## src/rtl/vec_mm_control_if.sv

```systemverilog
// -----------------------------------------------------------------------------
// vec_mm_control_if
// Bundles the controller-to-datapath signals of the vector memory-to-memory
// engine.
//   master : the controller. It receives op/vlen/mem_ready and drives all
//            enables, selects and status flags.
//   slave  : the datapath/memory side, which sees the same signals from the
//            other direction.
// Signals: op, vlen, mem_ready (controller inputs); mem_read, mem_write,
//   addr_sel, ir_write, a_write, b_write, pc_write, pc_write_cond, pc_src,
//   alu_op, elem_idx, busy, done, illegal (controller outputs).
// Optional: retired[31:0], present only when VCTRL_PERF_EN is defined.
// -----------------------------------------------------------------------------
interface vec_mm_control_if #(
    parameter int OP_W  = 8,
    parameter int IDX_W = 4
);
    logic [OP_W-1:0]  op;
    logic [IDX_W:0]   vlen;
    logic             mem_ready;
    logic             mem_read;
    logic             mem_write;
    logic [1:0]       addr_sel;
    logic             ir_write;
    logic             a_write;
    logic             b_write;
    logic             pc_write;
    logic             pc_write_cond;
    logic [1:0]       pc_src;
    logic [3:0]       alu_op;
    logic [IDX_W-1:0] elem_idx;
    logic             busy;
    logic             done;
    logic             illegal;
`ifdef VCTRL_PERF_EN
    logic [31:0]      retired;
`endif

    modport master (
        input  op, vlen, mem_ready,
        output mem_read, mem_write, addr_sel, ir_write, a_write, b_write,
               pc_write, pc_write_cond, pc_src, alu_op, elem_idx,
               busy, done, illegal
`ifdef VCTRL_PERF_EN
        , output retired
`endif
    );

    modport slave (
        output op, vlen, mem_ready,
        input  mem_read, mem_write, addr_sel, ir_write, a_write, b_write,
               pc_write, pc_write_cond, pc_src, alu_op, elem_idx,
               busy, done, illegal
`ifdef VCTRL_PERF_EN
        , input retired
`endif
    );
endinterface

```

## src/rtl/vec_mm_control.sv

```systemverilog
// -----------------------------------------------------------------------------
// vec_mm_control
// Multicycle control FSM for the memory-to-memory vector datapath. Fetches
// and decodes each instruction, then runs a per-element loop of read A,
// read B, ALU and write-back for vector arithmetic opcodes (0..3). It also
// handles branches (4..15), register jumps (24), halt (25) and traps on any
// other opcode. Memory requests complete on mem_ready, so memory latency can
// vary from cycle to cycle.
// Ports:
//   clk   : rising-edge clock
//   reset : asynchronous, active-high; all outputs are forced to 0 while high
//   bus   : vec_mm_control_if.master (op/vlen/mem_ready in, controls out)
// Optional feature: define VCTRL_PERF_EN to add bus.retired, a saturating
//   count of instructions that returned to FETCH.
// -----------------------------------------------------------------------------
module vec_mm_control #(
    parameter int OP_W     = 8,
    parameter int VLEN_MAX = 16,
    parameter int IDX_W    = 4
) (
    input  logic                clk,
    input  logic                reset,
    vec_mm_control_if.master    bus
);

    localparam logic [IDX_W:0] L_VLEN_MAX = (IDX_W+1)'(VLEN_MAX);

    typedef enum logic [3:0] {
        S_FETCH, S_DECODE, S_RD_A, S_RD_B, S_EX,
        S_WB, S_BRANCH, S_JR, S_HALT, S_TRAP
    } state_t;

    state_t           r_state, w_next;
    logic [IDX_W-1:0] r_idx, w_idx_next;
    logic [IDX_W:0]   r_vlen_q, w_vlen_q_next;
    logic [IDX_W:0]   w_vlen_clip;
    logic             w_last;

    logic             w_mem_read, w_mem_write, w_ir_write, w_a_write, w_b_write;
    logic             w_pc_write, w_pc_write_cond, w_busy, w_done, w_illegal;
    logic [1:0]       w_addr_sel, w_pc_src;
    logic [3:0]       w_alu_op;

    assign w_vlen_clip = (bus.vlen > L_VLEN_MAX) ? L_VLEN_MAX : bus.vlen;
    // Only meaningful inside the element loop, where r_vlen_q >= 1.
    assign w_last      = ({1'b0, r_idx} == (r_vlen_q - 1'b1));

    always_ff @(posedge clk or posedge reset) begin
        if (reset) begin
            r_state  <= S_FETCH;
            r_idx    <= '0;
            r_vlen_q <= '0;
        end else begin
            r_state  <= w_next;
            r_idx    <= w_idx_next;
            r_vlen_q <= w_vlen_q_next;
        end
    end

    always_comb begin
        w_next          = r_state;
        w_idx_next      = r_idx;
        w_vlen_q_next   = r_vlen_q;
        w_mem_read      = 1'b0;
        w_mem_write     = 1'b0;
        w_addr_sel      = 2'b00;
        w_ir_write      = 1'b0;
        w_a_write       = 1'b0;
        w_b_write       = 1'b0;
        w_pc_write      = 1'b0;
        w_pc_write_cond = 1'b0;
        w_pc_src        = 2'b00;
        w_alu_op        = 4'b0000;
        w_busy          = 1'b1;
        w_done          = 1'b0;
        w_illegal       = 1'b0;

        case (r_state)
            S_FETCH: begin
                w_mem_read = 1'b1;
                if (bus.mem_ready) begin
                    w_ir_write = 1'b1;
                    w_pc_write = 1'b1;
                    w_next     = S_DECODE;
                end
            end
            S_DECODE: begin
                w_vlen_q_next = w_vlen_clip;
                w_idx_next    = '0;
                if (bus.op <= OP_W'(3))
                    // A zero-length vector op retires without touching memory.
                    w_next = (w_vlen_clip == '0) ? S_FETCH : S_RD_A;
                else if (bus.op <= OP_W'(15))
                    w_next = S_BRANCH;
                else if (bus.op == OP_W'(24))
                    w_next = S_JR;
                else if (bus.op == OP_W'(25))
                    w_next = S_HALT;
                else
                    w_next = S_TRAP;
            end
            S_RD_A: begin
                w_mem_read = 1'b1;
                w_addr_sel = 2'b01;
                if (bus.mem_ready) begin
                    w_a_write = 1'b1;
                    w_next    = S_RD_B;
                end
            end
            S_RD_B: begin
                w_mem_read = 1'b1;
                w_addr_sel = 2'b10;
                if (bus.mem_ready) begin
                    w_b_write = 1'b1;
                    w_next    = S_EX;
                end
            end
            S_EX: begin
                w_alu_op = bus.op[3:0];
                w_next   = S_WB;
            end
            S_WB: begin
                w_mem_write = 1'b1;
                w_addr_sel  = 2'b11;
                // ALU result must stay stable until memory accepts the write.
                w_alu_op    = bus.op[3:0];
                if (bus.mem_ready) begin
                    if (w_last) begin
                        w_next     = S_FETCH;
                        w_idx_next = '0;
                    end else begin
                        w_next     = S_RD_A;
                        w_idx_next = r_idx + 1'b1;
                    end
                end
            end
            S_BRANCH: begin
                w_pc_write_cond = 1'b1;
                w_pc_src        = 2'b01;
                w_alu_op        = 4'b0100;
                w_next          = S_FETCH;
            end
            S_JR: begin
                w_pc_write = 1'b1;
                w_pc_src   = 2'b11;
                w_next     = S_FETCH;
            end
            S_HALT: begin
                w_busy = 1'b0;
                w_done = 1'b1;
            end
            S_TRAP: begin
                w_busy    = 1'b0;
                w_done    = 1'b1;
                w_illegal = 1'b1;
            end
            default: begin
                w_next = S_FETCH;
            end
        endcase

        // The state register idles in FETCH during reset; mask its decode so
        // nothing is requested until reset is released.
        if (reset) begin
            w_mem_read      = 1'b0;
            w_mem_write     = 1'b0;
            w_addr_sel      = 2'b00;
            w_ir_write      = 1'b0;
            w_a_write       = 1'b0;
            w_b_write       = 1'b0;
            w_pc_write      = 1'b0;
            w_pc_write_cond = 1'b0;
            w_pc_src        = 2'b00;
            w_alu_op        = 4'b0000;
            w_busy          = 1'b0;
            w_done          = 1'b0;
            w_illegal       = 1'b0;
        end
    end

    assign bus.mem_read      = w_mem_read;
    assign bus.mem_write     = w_mem_write;
    assign bus.addr_sel      = w_addr_sel;
    assign bus.ir_write      = w_ir_write;
    assign bus.a_write       = w_a_write;
    assign bus.b_write       = w_b_write;
    assign bus.pc_write      = w_pc_write;
    assign bus.pc_write_cond = w_pc_write_cond;
    assign bus.pc_src        = w_pc_src;
    assign bus.alu_op        = w_alu_op;
    assign bus.elem_idx      = r_idx;
    assign bus.busy          = w_busy;
    assign bus.done          = w_done;
    assign bus.illegal       = w_illegal;

`ifdef VCTRL_PERF_EN
    logic [31:0] r_retired;
    logic        w_retire;

    // An instruction retires when control returns to FETCH from any
    // instruction-completing state.
    assign w_retire = (w_next == S_FETCH) &&
                      ((r_state == S_DECODE) || (r_state == S_WB) ||
                       (r_state == S_BRANCH) || (r_state == S_JR));

    always_ff @(posedge clk or posedge reset) begin
        if (reset)
            r_retired <= '0;
        else if (w_retire && (r_retired != 32'hFFFF_FFFF))
            r_retired <= r_retired + 32'd1;
    end

    assign bus.retired = r_retired;
`endif

endmodule

```

## src/flat_wrapper.sv

```systemverilog
// flat-port wrapper written by rule: the top's interface ports become plain ports
module vec_mm_control_flat 
#(
    parameter int OP_W     = 8,
    parameter int VLEN_MAX = 16,
    parameter int IDX_W    = 4
)
  (clk, reset, bus_op, bus_vlen, bus_mem_ready, bus_mem_read, bus_mem_write, bus_addr_sel, bus_ir_write, bus_a_write, bus_b_write, bus_pc_write, bus_pc_write_cond, bus_pc_src, bus_alu_op, bus_elem_idx, bus_busy, bus_done, bus_illegal);
  vec_mm_control_if #(.OP_W(OP_W), .IDX_W(IDX_W)) bus_i ();
  input  logic clk;
  input  logic reset;
  input wire logic [$bits(bus_i.op)-1:0] bus_op;
  input wire logic [$bits(bus_i.vlen)-1:0] bus_vlen;
  input wire logic [$bits(bus_i.mem_ready)-1:0] bus_mem_ready;
  output wire logic [$bits(bus_i.mem_read)-1:0] bus_mem_read;
  output wire logic [$bits(bus_i.mem_write)-1:0] bus_mem_write;
  output wire logic [$bits(bus_i.addr_sel)-1:0] bus_addr_sel;
  output wire logic [$bits(bus_i.ir_write)-1:0] bus_ir_write;
  output wire logic [$bits(bus_i.a_write)-1:0] bus_a_write;
  output wire logic [$bits(bus_i.b_write)-1:0] bus_b_write;
  output wire logic [$bits(bus_i.pc_write)-1:0] bus_pc_write;
  output wire logic [$bits(bus_i.pc_write_cond)-1:0] bus_pc_write_cond;
  output wire logic [$bits(bus_i.pc_src)-1:0] bus_pc_src;
  output wire logic [$bits(bus_i.alu_op)-1:0] bus_alu_op;
  output wire logic [$bits(bus_i.elem_idx)-1:0] bus_elem_idx;
  output wire logic [$bits(bus_i.busy)-1:0] bus_busy;
  output wire logic [$bits(bus_i.done)-1:0] bus_done;
  output wire logic [$bits(bus_i.illegal)-1:0] bus_illegal;
  assign bus_i.op = bus_op;
  assign bus_i.vlen = bus_vlen;
  assign bus_i.mem_ready = bus_mem_ready;
  assign bus_mem_read = bus_i.mem_read;
  assign bus_mem_write = bus_i.mem_write;
  assign bus_addr_sel = bus_i.addr_sel;
  assign bus_ir_write = bus_i.ir_write;
  assign bus_a_write = bus_i.a_write;
  assign bus_b_write = bus_i.b_write;
  assign bus_pc_write = bus_i.pc_write;
  assign bus_pc_write_cond = bus_i.pc_write_cond;
  assign bus_pc_src = bus_i.pc_src;
  assign bus_alu_op = bus_i.alu_op;
  assign bus_elem_idx = bus_i.elem_idx;
  assign bus_busy = bus_i.busy;
  assign bus_done = bus_i.done;
  assign bus_illegal = bus_i.illegal;
  vec_mm_control #(.OP_W(OP_W), .VLEN_MAX(VLEN_MAX), .IDX_W(IDX_W)) u_core (.clk(clk), .reset(reset), .bus(bus_i));
endmodule
```

## config.mk

```make
export PLATFORM = sky130hd
export DESIGN_NAME = vec_mm_control_flat
export DESIGN_NICKNAME = d
export VERILOG_FILES = /design/src/rtl/vec_mm_control_if.sv /design/src/rtl/vec_mm_control.sv /design/src/flat_wrapper.sv
export SDC_FILE = /design/constraint.sdc
export NUM_CORES = 1
export LEC_CHECK = 0
export ABC_AREA = 1
export BUFFER_PORTS_ARGS = -buffer_cell sky130_fd_sc_hd__buf_2
export CORE_MARGIN = 10
export CORE_UTILIZATION = 45
export CTS_CLUSTER_SIZE = 30
export DETAILED_ROUTE_END_ITERATION = 6
export HOLD_SLACK_MARGIN = 0.1
export PLACE_DENSITY_LB_ADDON = 0.12
export RECOVER_POWER = 100
export SLEW_MARGIN = 30
export SYNTH_ARGS = -nofsm -noshare
export SYNTH_HDL_FRONTEND = slang
export SYNTH_SLANG_ARGS = --single-unit
```

## constraint.sdc

```tcl
create_clock -name clk -period 4.6 [get_ports clk]
set_clock_uncertainty 0.1 [all_clocks]
set_input_delay 1.15 -clock clk [delete_from_list [all_inputs] [get_ports clk]]
set_output_delay 1.15 -clock clk [all_outputs]
set_load 0.05 [all_outputs]
```

==> results of run 1 <==
==> worst paths after layout <==
check | slack (ns) | cells past startpoint | endpoint
hold / removal | 0.46 | 2 | u_core.r_vlen_q[4]
min in group asynchronous | 1.18 | 3 | u_core.r_state[2]
max in group asynchronous | 2.77 | 3 | u_core.r_state[1]
setup / recovery | 1.04 | 5 | bus_pc_write_cond
hold reg to reg | 0.46 | 2 | u_core.r_vlen_q[4]
setup reg to reg | 2.08 | 9 | u_core.bus.elem_idx[2]
==> layout make-up <==
type                            count  share of cell area
Sequential cell                    13              0.2559
Timing Repair Buffer               38              0.1250
Clock inverter                      1            0.003937
Inverter                           36              0.1073
Tap cell                           28             0.02756
Multi-Input combinational cell    131              0.4626
Clock buffer                        3             0.01772
==> layer usage <==
layer / wire, µm / track usage / vias up
li1: - / - / 640
met1: 1415 / 0.1420 / 547
met2: 1340 / 0.2006 / 29
met3: 140 / 0.03709 / 2
met4: 11 / 0.01996 / 0
met5: 0 / 0 / -
==> tightest hold or removal path, delay by kind of cell, from the launching register on <==
kind             cells  cell delay (ns)
flip-flops           1             0.38
AND/OR/NAND/NOR      2             0.15
==> through the flow <==
step,utilization,power (mW)
finish,0.5638,0.2091
detailed placement,0.5799,0.1418
floorplan,-,0.1307
global placement,0.5799,0.1412
CTS,0.5921,0.2124
global route,0.5638,0.2195
==> cell usage in the layout, fill, tap and decap left out <==
master | Yosys | layout
a21oi_1 | 7 | 7
a21oi_2 | 1 | 1
buf_2 | 0 | 13
clkbuf_1 | 1 | 25
clkbuf_4 | 0 | 3
clkinv_1 | 0 | 1
clkinv_2 | 1 | 2
dfrtp_1 | 13 | 13
ha_1 | 2 | 2
inv_1 | 30 | 31
inv_2 | 5 | 3
nand2_1 | 52 | 52
nand2_2 | 1 | 1
nand2_4 | 2 | 2
nand3_1 | 7 | 7
nor2_1 | 34 | 36
nor2_2 | 2 | 1
nor3_1 | 8 | 8
o21ai_0 | 6 | 9
o21ai_1 | 3 | 1
o21ai_2 | 1 | 1
o21bai_1 | 1 | 1
o22ai_1 | 2 | 2
==> registers in the layout, indices dropped and copies added, names as in the netlist <==
name                 cells
u_core.bus.elem_idx      4
u_core.r_vlen_q          5
u_core.r_state           4
==> power groups by stage <==
stage | logic [mW] | registers [mW] | clock network, mW
6_report | 0.0232 | 0.115 | 0.0709
5_1_grt | 0.0266 | 0.115 | 0.0779
4_1_cts | 0.0247 | 0.115 | 0.0728
3_5_place_dp | 0.0246 | 0.117 | 0
3_3_place_gp | 0.0240 | 0.117 | 0
2_1_floorplan | 0.0135 | 0.117 | 0
==> cells in the mapped netlist, drive strengths merged <==
cell,number,share of area
ha,2,0.023
nand3,7,0.032
inv,35,0.12
o21bai,1,0.0069
nand2,55,0.21
o21ai,11,0.065
dfrtp,13,0.30
clkinv,1,0.0046
clkbuf,1,0.0035
nor2,37,0.15
a21oi,8,0.040
nor3,8,0.037
o22ai,2,0.012
==> cell families (layout without fill, tap and decap cells) <==
kind of cell | Yosys count | after routing | share of synthesized area
buffers and inverters | 37 | 78 | 0.1293
AO/OA/AOI/OAI | 22 | 22 | 0.1236
flip-flops | 13 | 13 | 0.3002
adder cells (fa/ha/maj) | 2 | 2 | 0.02309
AND/OR/NAND/NOR | 107 | 107 | 0.4238
==> parameters.txt, run 1 <==
Parameter                              Value

Outcome
  Run status ... completed

Route
  Antenna-violating nets left ... 0
  DR DRC count ... 0
  Routed WL ... 2.907 mm
  Vias per inst ... 4.872
  Per-cell routed wire length ... 11.63 µm
  TritonRoute pass-1 iters ... 4
  Total via count after detailed routing ... 1218
  Starting DRC count in detailed routing ... 73

Critical path
  Worst setup path startpoint ... reset
  CP required ... 3.35 ns
  Data arrival time of the worst path ... 2.31 ns
  Critical Setup Path Class ... primary input to output pin
  Crit path capture type ... output pin
  Peak per-stage delay on the critical path ... 0.49 ns
  Startpoint of the most critical register-to-register path ... u_core.r_state[2]
  Kind of cell with the highest combined delay on the critical path ... buffers and inverters
  Worst-path fanout max ... 12
  CP cell instances ... clkbuf_1, nor2_1, inv_1, nor3_1, clkbuf_1
  Crit-path slowest cell ... clkbuf_1
  Buf+Inv Stages, Crit Path ... 3
  Most frequent cell on the critical path ... clkbuf_1
  Critical Path Source Type ... primary input

Pwr
  Cell Pwr Density ... 164.5 mW/mm²
  Comb pwr share ... 0.111
  Power share of the sequential group ... 0.550
  Net switching share of the total power ... 0.2608
  Switching power ... 0.05453 mW
  Maximum resistive drop on vdd ... 0.1824 mV
  Proportion of power drawn by the clock network ... 0.339
  Leakage power total ... 0.6780 nW
  Internal cell power ... 0.1546 mW

STA
  Final setup violation count ... 0
  Setup TNS ... 0 ns
  Min setup slack post-route ... 1.043 ns
  Number of failing hold endpoints at the final stage ... 0
  Worst Tran Pin Value ... 0.9701 ns
  Final critical path time including I/O delays and setup ... 3.557 ns
  Final worst-path cycle share ... 0.7733
  Fin Hold WS ... 0.4603 ns
  Final Slew Violations ... 0
  Highest clock frequency the design can meet ... 0.2811 GHz
  Setup repair after global routing missed its margin ... false
  Worst slew margin relative to its limit ... 0.3464

Clocking
  # resized after CTS ... 0
  Post-CTS clock slew at the launch and capture registers of the worst setup and hold paths ... 0.08 ns
  Number of buffers inserted by post-CTS setup repair ... 0
  Max H-tree Level ... 1
  Number of buffers inserted by hold repair at cts ... 0
  Total clock buffers created by CTS ... 3
  CTS tree ... yes
  TritonCTS sink count ... 13
  Clock Path Buffers ... 2
  Clock root cell ... clkbuf_4
  Later-pin clock latency in the skew report ... 0.28 ns

Final layout
  Nets ... 241
  Sequential cell area in the final layout ... 325.3 µm²
  Number of standard cells in the layout, taps in and fillers out ... 250
  Post-layout instance area ... 0.001271 mm²
  Layout cell share with drive strength beyond 1 ... 0.1216
  Area grow syn2layout ... 17.32%
  Filler cells ... 246
  Antenna cell count ... 0
  Area occupied by multi-input gates ... 588.1 µm²

Placed design
  Final Wtd Congestion ... 0.8733
  DP Wirelength ... 2.414 mm
  Cell count after placement ... 246
  Post-Place Setup Slack ... 1.372 ns
  PortBufs ... 37
  Cell area after placement ... 0.001308 mm²

Floorplanning
  Initial Utilization ... 0.4806
  Die Y-Extent ... 69.07 µm
  Number of placed I/O pins ... 38
  Die Width ... 69.07 µm
  Row Count ... 17
  Core box area ... 0.002255 mm²
  Die area ... 0.004771 mm²

Synth
  Total of warnings raised by yosys ... 0
  Avg Synthesized Cell Area ... 5.986 µm²
  Post-synth net total ... 199
  Cell count after synthesis ... 181
  Library cells used by synthesis ... 22
  Netlist area before placement ... 0.001084 mm²
  Sequential area share after synthesis ... 0.3002
  Number of synthesized register bits ... 13

Global routing
  Number of antenna violations at the first check in global routing ... 0
  Aggregate global-route resource usage ... 0.1180
  Vias in the first global route ... 1198
  Maximum number of pins on one net before global-route repair ... 14
  First-pass GRT wire length ... 4.961 mm
  Total grt overflow ... 0

Hold path
  Worst hold path startpoint ... u_core.r_vlen_q[4]
  Class of the worst hold path ... flip-flop to flip-flop

Run
  Number of violations of the max-capacitance limit ... 0
No activity file was read; power rests on OpenSTA's default activity.
==> run 2: changes to the inputs <==
- CORE_UTILIZATION: 45 -> 44
- clock period: 4.6 -> 3 ns (I/O delays scaled with it)
==> parameters.txt, run 2 (same netlist as run 1, synthesis figures left out) <==
Parameter                              Value

Outcome
  Run status ... completed

Clocking
  Clock Path Buffers ... 2
  Total clock buffers created by CTS ... 3
  Max H-tree Level ... 1
  Number of buffers inserted by post-CTS setup repair ... 0
  TritonCTS sink count ... 13
  Post-CTS clock slew at the launch and capture registers of the worst setup and hold paths ... 0.08 ns
  CTS tree ... yes
  Later-pin clock latency in the skew report ... 0.28 ns
  Number of buffers inserted by hold repair at cts ... 0
  # resized after CTS ... 0
  Clock root cell ... clkbuf_4

Final layout
  Flip-flop count of the largest register, all copies and words added ... 5
  Share of the core filled with cells in the final layout ... 0.5607
  Nets ... 241
  Leading cell type in the layout, fill and taps excluded ... nand2_1
  Number of standard cells in the layout, taps in and fillers out ... 250
  Antenna cell count ... 0
  Leading cell types in the layout, fill and taps excluded ... nand2_1, nor2_1, inv_1
  Area grow syn2layout ... 17.78%
  Register containing the most flip-flops in the final layout ... u_core.r_vlen_q
  Post-layout instance area ... 0.001276 mm²
  Layout cell share with drive strength beyond 1 ... 0.1396

Route
  Total via count after detailed routing ... 1228
  Starting DRC count in detailed routing ... 57
  Routed WL ... 2.894 mm
  DR DRC count ... 0
  Antenna-violating nets left ... 0
  Vias per inst ... 4.912
  Per-cell routed wire length ... 11.58 µm
  TritonRoute pass-1 iters ... 4

Pwr
  Maximum resistive drop on vdd ... 0.1610 mV
  Leakage power total ... 0.6921 nW
  Cell Pwr Density ... 250.5 mW/mm²
  Tot Pwr ... 0.3197 mW

STA
  Setup TNS ... 0 ns
  Setup repair after global routing missed its margin ... false
  Number of failing hold endpoints at the final stage ... 0
  Worst Tran Pin Value ... 0.9503 ns
  Final setup violation count ... 0
  Worst slew margin relative to its limit ... 0.3598
  Highest clock frequency the design can meet ... 0.3699 GHz
  Final Slew Violations ... 0
  Final critical path time including I/O delays and setup ... 2.703 ns
  Final worst-path cycle share ... 0.9011

Critical path
  Critical Path Source Type ... primary input
  CP required ... 2.15 ns
  Critical Setup Path Class ... primary input to output pin
  Crit path capture type ... output pin
  Data arrival time of the worst path ... 1.85 ns
  R2r setup slk ... 0.55 ns
  Worst-path fanout max ... 12

Placed design
  Final Wtd Congestion ... 0.8405
  Cell area after placement ... 0.001308 mm²
  PortBufs ... 37
  DP Wirelength ... 2.413 mm
  Cell count after placement ... 246

Global routing
  Vias in the first global route ... 1227
  Number of antenna violations at the first check in global routing ... 0
  First-pass GRT wire length ... 4.905 mm
  Aggregate global-route resource usage ... 0.1161
  Maximum number of pins on one net before global-route repair ... 14
  Total grt overflow ... 0

Hold path
  Class of the worst hold path ... flip-flop to flip-flop

Floorplanning
  Core box area ... 0.002276 mm²
  Die area ... 0.004848 mm²
  Number of placed I/O pins ... 38
  Die Width ... 69.63 µm
  Row Count ... 17
  Die Y-Extent ... 69.63 µm
  Initial Utilization ... 0.4761

Run
  Number of violations of the max-capacitance limit ... 0
## run 2: changes by cell type in the layout (fill, tap and decap cells not counted)
| cell | change |
|---|---|
| buf_2 | +2 |
| clkbuf_1 | -4 |
| inv_1 | +1 |
| clkbuf_2 | +2 |
| clkinv_1 | -1 |
## run 2: critical path, stage by stage
cell and delay [ns]:
clkbuf_1 0.21, nor2_1 0.20, inv_1 0.10, o22ai_1 0.10
clkbuf_1 0.49
## run 2: cell type report
class / count / area, µm²
clock inverters: 1 / 5.005
fillers: 232 / 999.7
flip-flops and latches: 13 / 325.3
multi-input cells: 131 / 588.1
inverters: 36 / 136.4
repair buffers: 38 / 163.9
clock buffers: 3 / 22.52
well taps: 28 / 35.03
## run 2: through the flow
| stage | hold WS (ns) | setup slack [ns] |
|---|---|---|
| after floorplan | 0.4044 | 0.1137 |
| after global placement | 0.4342 | 0.6251 |
| after detailed placement | 0.4391 | 0.5695 |
| after CTS | 0.4576 | 0.4939 |
| after global routing | 0.5100 | 0.1583 |
| final | 0.4524 | 0.2967 |
## run 2: metal layers
| metal | track usage | vias to the layer above | wire (µm) |
|---|---|---|---|
| met4 | 0.07391 | 0 | 62 |
| met5 | 0 | - | 0 |
| li1 | - | 632 | - |
| met1 | 0.1205 | 553 | 1254 |
| met2 | 0.2107 | 38 | 1455 |
| met3 | 0.01712 | 5 | 121 |
## run 2: power breakdown
group / internal (mW) / switching (mW) / leakage [nW]
Clock: 0.0495 / 0.0588 / 0.0177
Sequential: 0.176 / 0.000483 / 0.138
Combinational: 0.0120 / 0.0231 / 0.537
Total: 0.237 / 0.0824 / 0.692
## run 2: worst paths after layout
check / start / depth (start not counted) / end
max: reset / 5 / bus_pc_write
min: u_core.r_vlen_q[4] / 2 / u_core.r_vlen_q[4]
max reg2reg: u_core.r_state[2] / 8 / u_core.bus.elem_idx[3]
min reg2reg: u_core.r_vlen_q[4] / 2 / u_core.r_vlen_q[4]
max in group asynchronous: reset / 3 / u_core.bus.elem_idx[2]
min in group asynchronous: reset / 3 / u_core.r_state[2]
==> run 3: changes to the inputs <==
- CORE_MARGIN: 10 -> 2
==> parameters.txt, run 3 (same netlist as run 1, synthesis figures left out) <==
Parameter                              Value

STA
  Final setup violation count ... 0
  Worst slew margin relative to its limit ... 0.3382
  Setup repair after global routing missed its margin ... false
  Number of failing hold endpoints at the final stage ... 0
  Setup TNS ... 0 ns
  Final Slew Violations ... 0
  Highest clock frequency the design can meet ... 0.3673 GHz
  Final worst-path cycle share ... 0.9075
  Worst Tran Pin Value ... 0.9823 ns
  Fin Hold WS ... 0.4491 ns
  Final critical path time including I/O delays and setup ... 2.723 ns

Floorplanning
  Die Width ... 53.63 µm
  Core box area ... 0.002276 mm²
  Die Y-Extent ... 53.63 µm
  Initial Utilization ... 0.4761
  Row Count ... 17
  Number of placed I/O pins ... 38
  Die area ... 0.002876 mm²

Critical path
  Critical Path Source Type ... primary input
  CP required ... 2.15 ns
  Worst-path fanout max ... 12
  Data arrival time of the worst path ... 1.87 ns
  Critical Setup Path Class ... primary input to output pin
  Crit path capture type ... output pin

Final layout
  Number of standard cells in the layout, taps in and fillers out ... 250
  Flip-flop count of the largest register, all copies and words added ... 5
  Post-layout instance area ... 0.001275 mm²
  Leading cell type in the layout, fill and taps excluded ... nand2_1
  Filler cells ... 244
  Register containing the most flip-flops in the final layout ... u_core.r_vlen_q
  Sequential cell area in the final layout ... 325.3 µm²
  Share of the core filled with cells in the final layout ... 0.5602
  Antenna cell count ... 0
  Layout cell share with drive strength beyond 1 ... 0.1351
  Area occupied by multi-input gates ... 588.1 µm²
  Leading cell types in the layout, fill and taps excluded ... nand2_1, nor2_1, inv_1
  Nets ... 241
  Area grow syn2layout ... 17.67%

Placed design
  Cell area after placement ... 0.001308 mm²
  PortBufs ... 37
  Cell count after placement ... 246
  DP Wirelength ... 2.094 mm
  Final Wtd Congestion ... 0.8918

Clocking
  Number of buffers inserted by post-CTS setup repair ... 0
  TritonCTS sink count ... 13
  # resized after CTS ... 0
  Clock Path Buffers ... 2
  Post-CTS clock slew at the launch and capture registers of the worst setup and hold paths ... 0.08 ns
  Later-pin clock latency in the skew report ... 0.27 ns
  Max H-tree Level ... 1
  CTS tree ... yes
  Total clock buffers created by CTS ... 3
  Number of buffers inserted by hold repair at cts ... 0
  Clock root cell ... clkbuf_4

Outcome
  Run status ... completed

Global routing
  Maximum number of pins on one net before global-route repair ... 14
  Total grt overflow ... 0
  First-pass GRT wire length ... 4.422 mm
  Vias in the first global route ... 1112
  Number of antenna violations at the first check in global routing ... 0
  Aggregate global-route resource usage ... 0.2083

Route
  Starting DRC count in detailed routing ... 30
  DR DRC count ... 0
  TritonRoute pass-1 iters ... 4
  Vias per inst ... 4.852
  Routed WL ... 2.573 mm
  Per-cell routed wire length ... 10.29 µm
  Total via count after detailed routing ... 1213
  Antenna-violating nets left ... 0

Pwr
  Cell Pwr Density ... 250.7 mW/mm²
  Leakage power total ... 0.6897 nW
  Maximum resistive drop on vdd ... 0.1587 mV

Hold path
  Class of the worst hold path ... flip-flop to flip-flop

Run
  Number of violations of the max-capacitance limit ... 0
## run 3: cell type report
type                       instances  share of cell area
multi-input combinational        131              0.4612
clock buffer                       3             0.01766
tap                               28             0.02748
inverter                          36              0.1070
timing repair buffer              38              0.1276
clock inverter                     1            0.003925
sequential                        13              0.2552
## run 3: worst paths after layout
check	cells after the start	slack, ns	end	startpoint
max	5	0.28	bus_pc_write	reset
min	2	0.45	u_core.r_vlen_q[4]	u_core.r_vlen_q[4]
min reg2reg	2	0.45	u_core.r_vlen_q[4]	u_core.r_vlen_q[4]
max reg2reg	8	0.65	u_core.bus.elem_idx[3]	u_core.r_state[2]
max in group asynchronous	3	1.60	u_core.bus.elem_idx[2]	reset
min in group asynchronous	3	0.77	u_core.bus.elem_idx[0]	reset
## run 3: power by group
group	internal, mW	switching, mW	total, mW
clock	0.0493	0.0581	0.107
combinational	0.0120	0.0239	0.0360
sequential	0.176	0.000460	0.176
total	0.237	0.0825	0.320
## run 3: critical path, stage by stage
cell and delay (ns):
clkbuf_1 0.22, nor2_1 0.21, inv_1 0.10, o22ai_1 0.11, clkbuf_1 0.48
## run 3: through the flow
step | power [mW] | setup WS [ns]
final | 0.3196 | 0.2774
after global routing | 0.3365 | 0.1803
after CTS | 0.3266 | 0.4641
after detailed placement | 0.2175 | 0.5616
after global placement | 0.2161 | 0.6300
after floorplan | 0.2004 | 0.1137
## run 3: metal layers
metal	GRT usage	routed length, µm	vias up
met5	0	0	-
met2	0.3930	1320	34
met3	0.01944	93	4
met1	0.2306	1116	540
li1	-	-	635
met4	0.1026	43	0
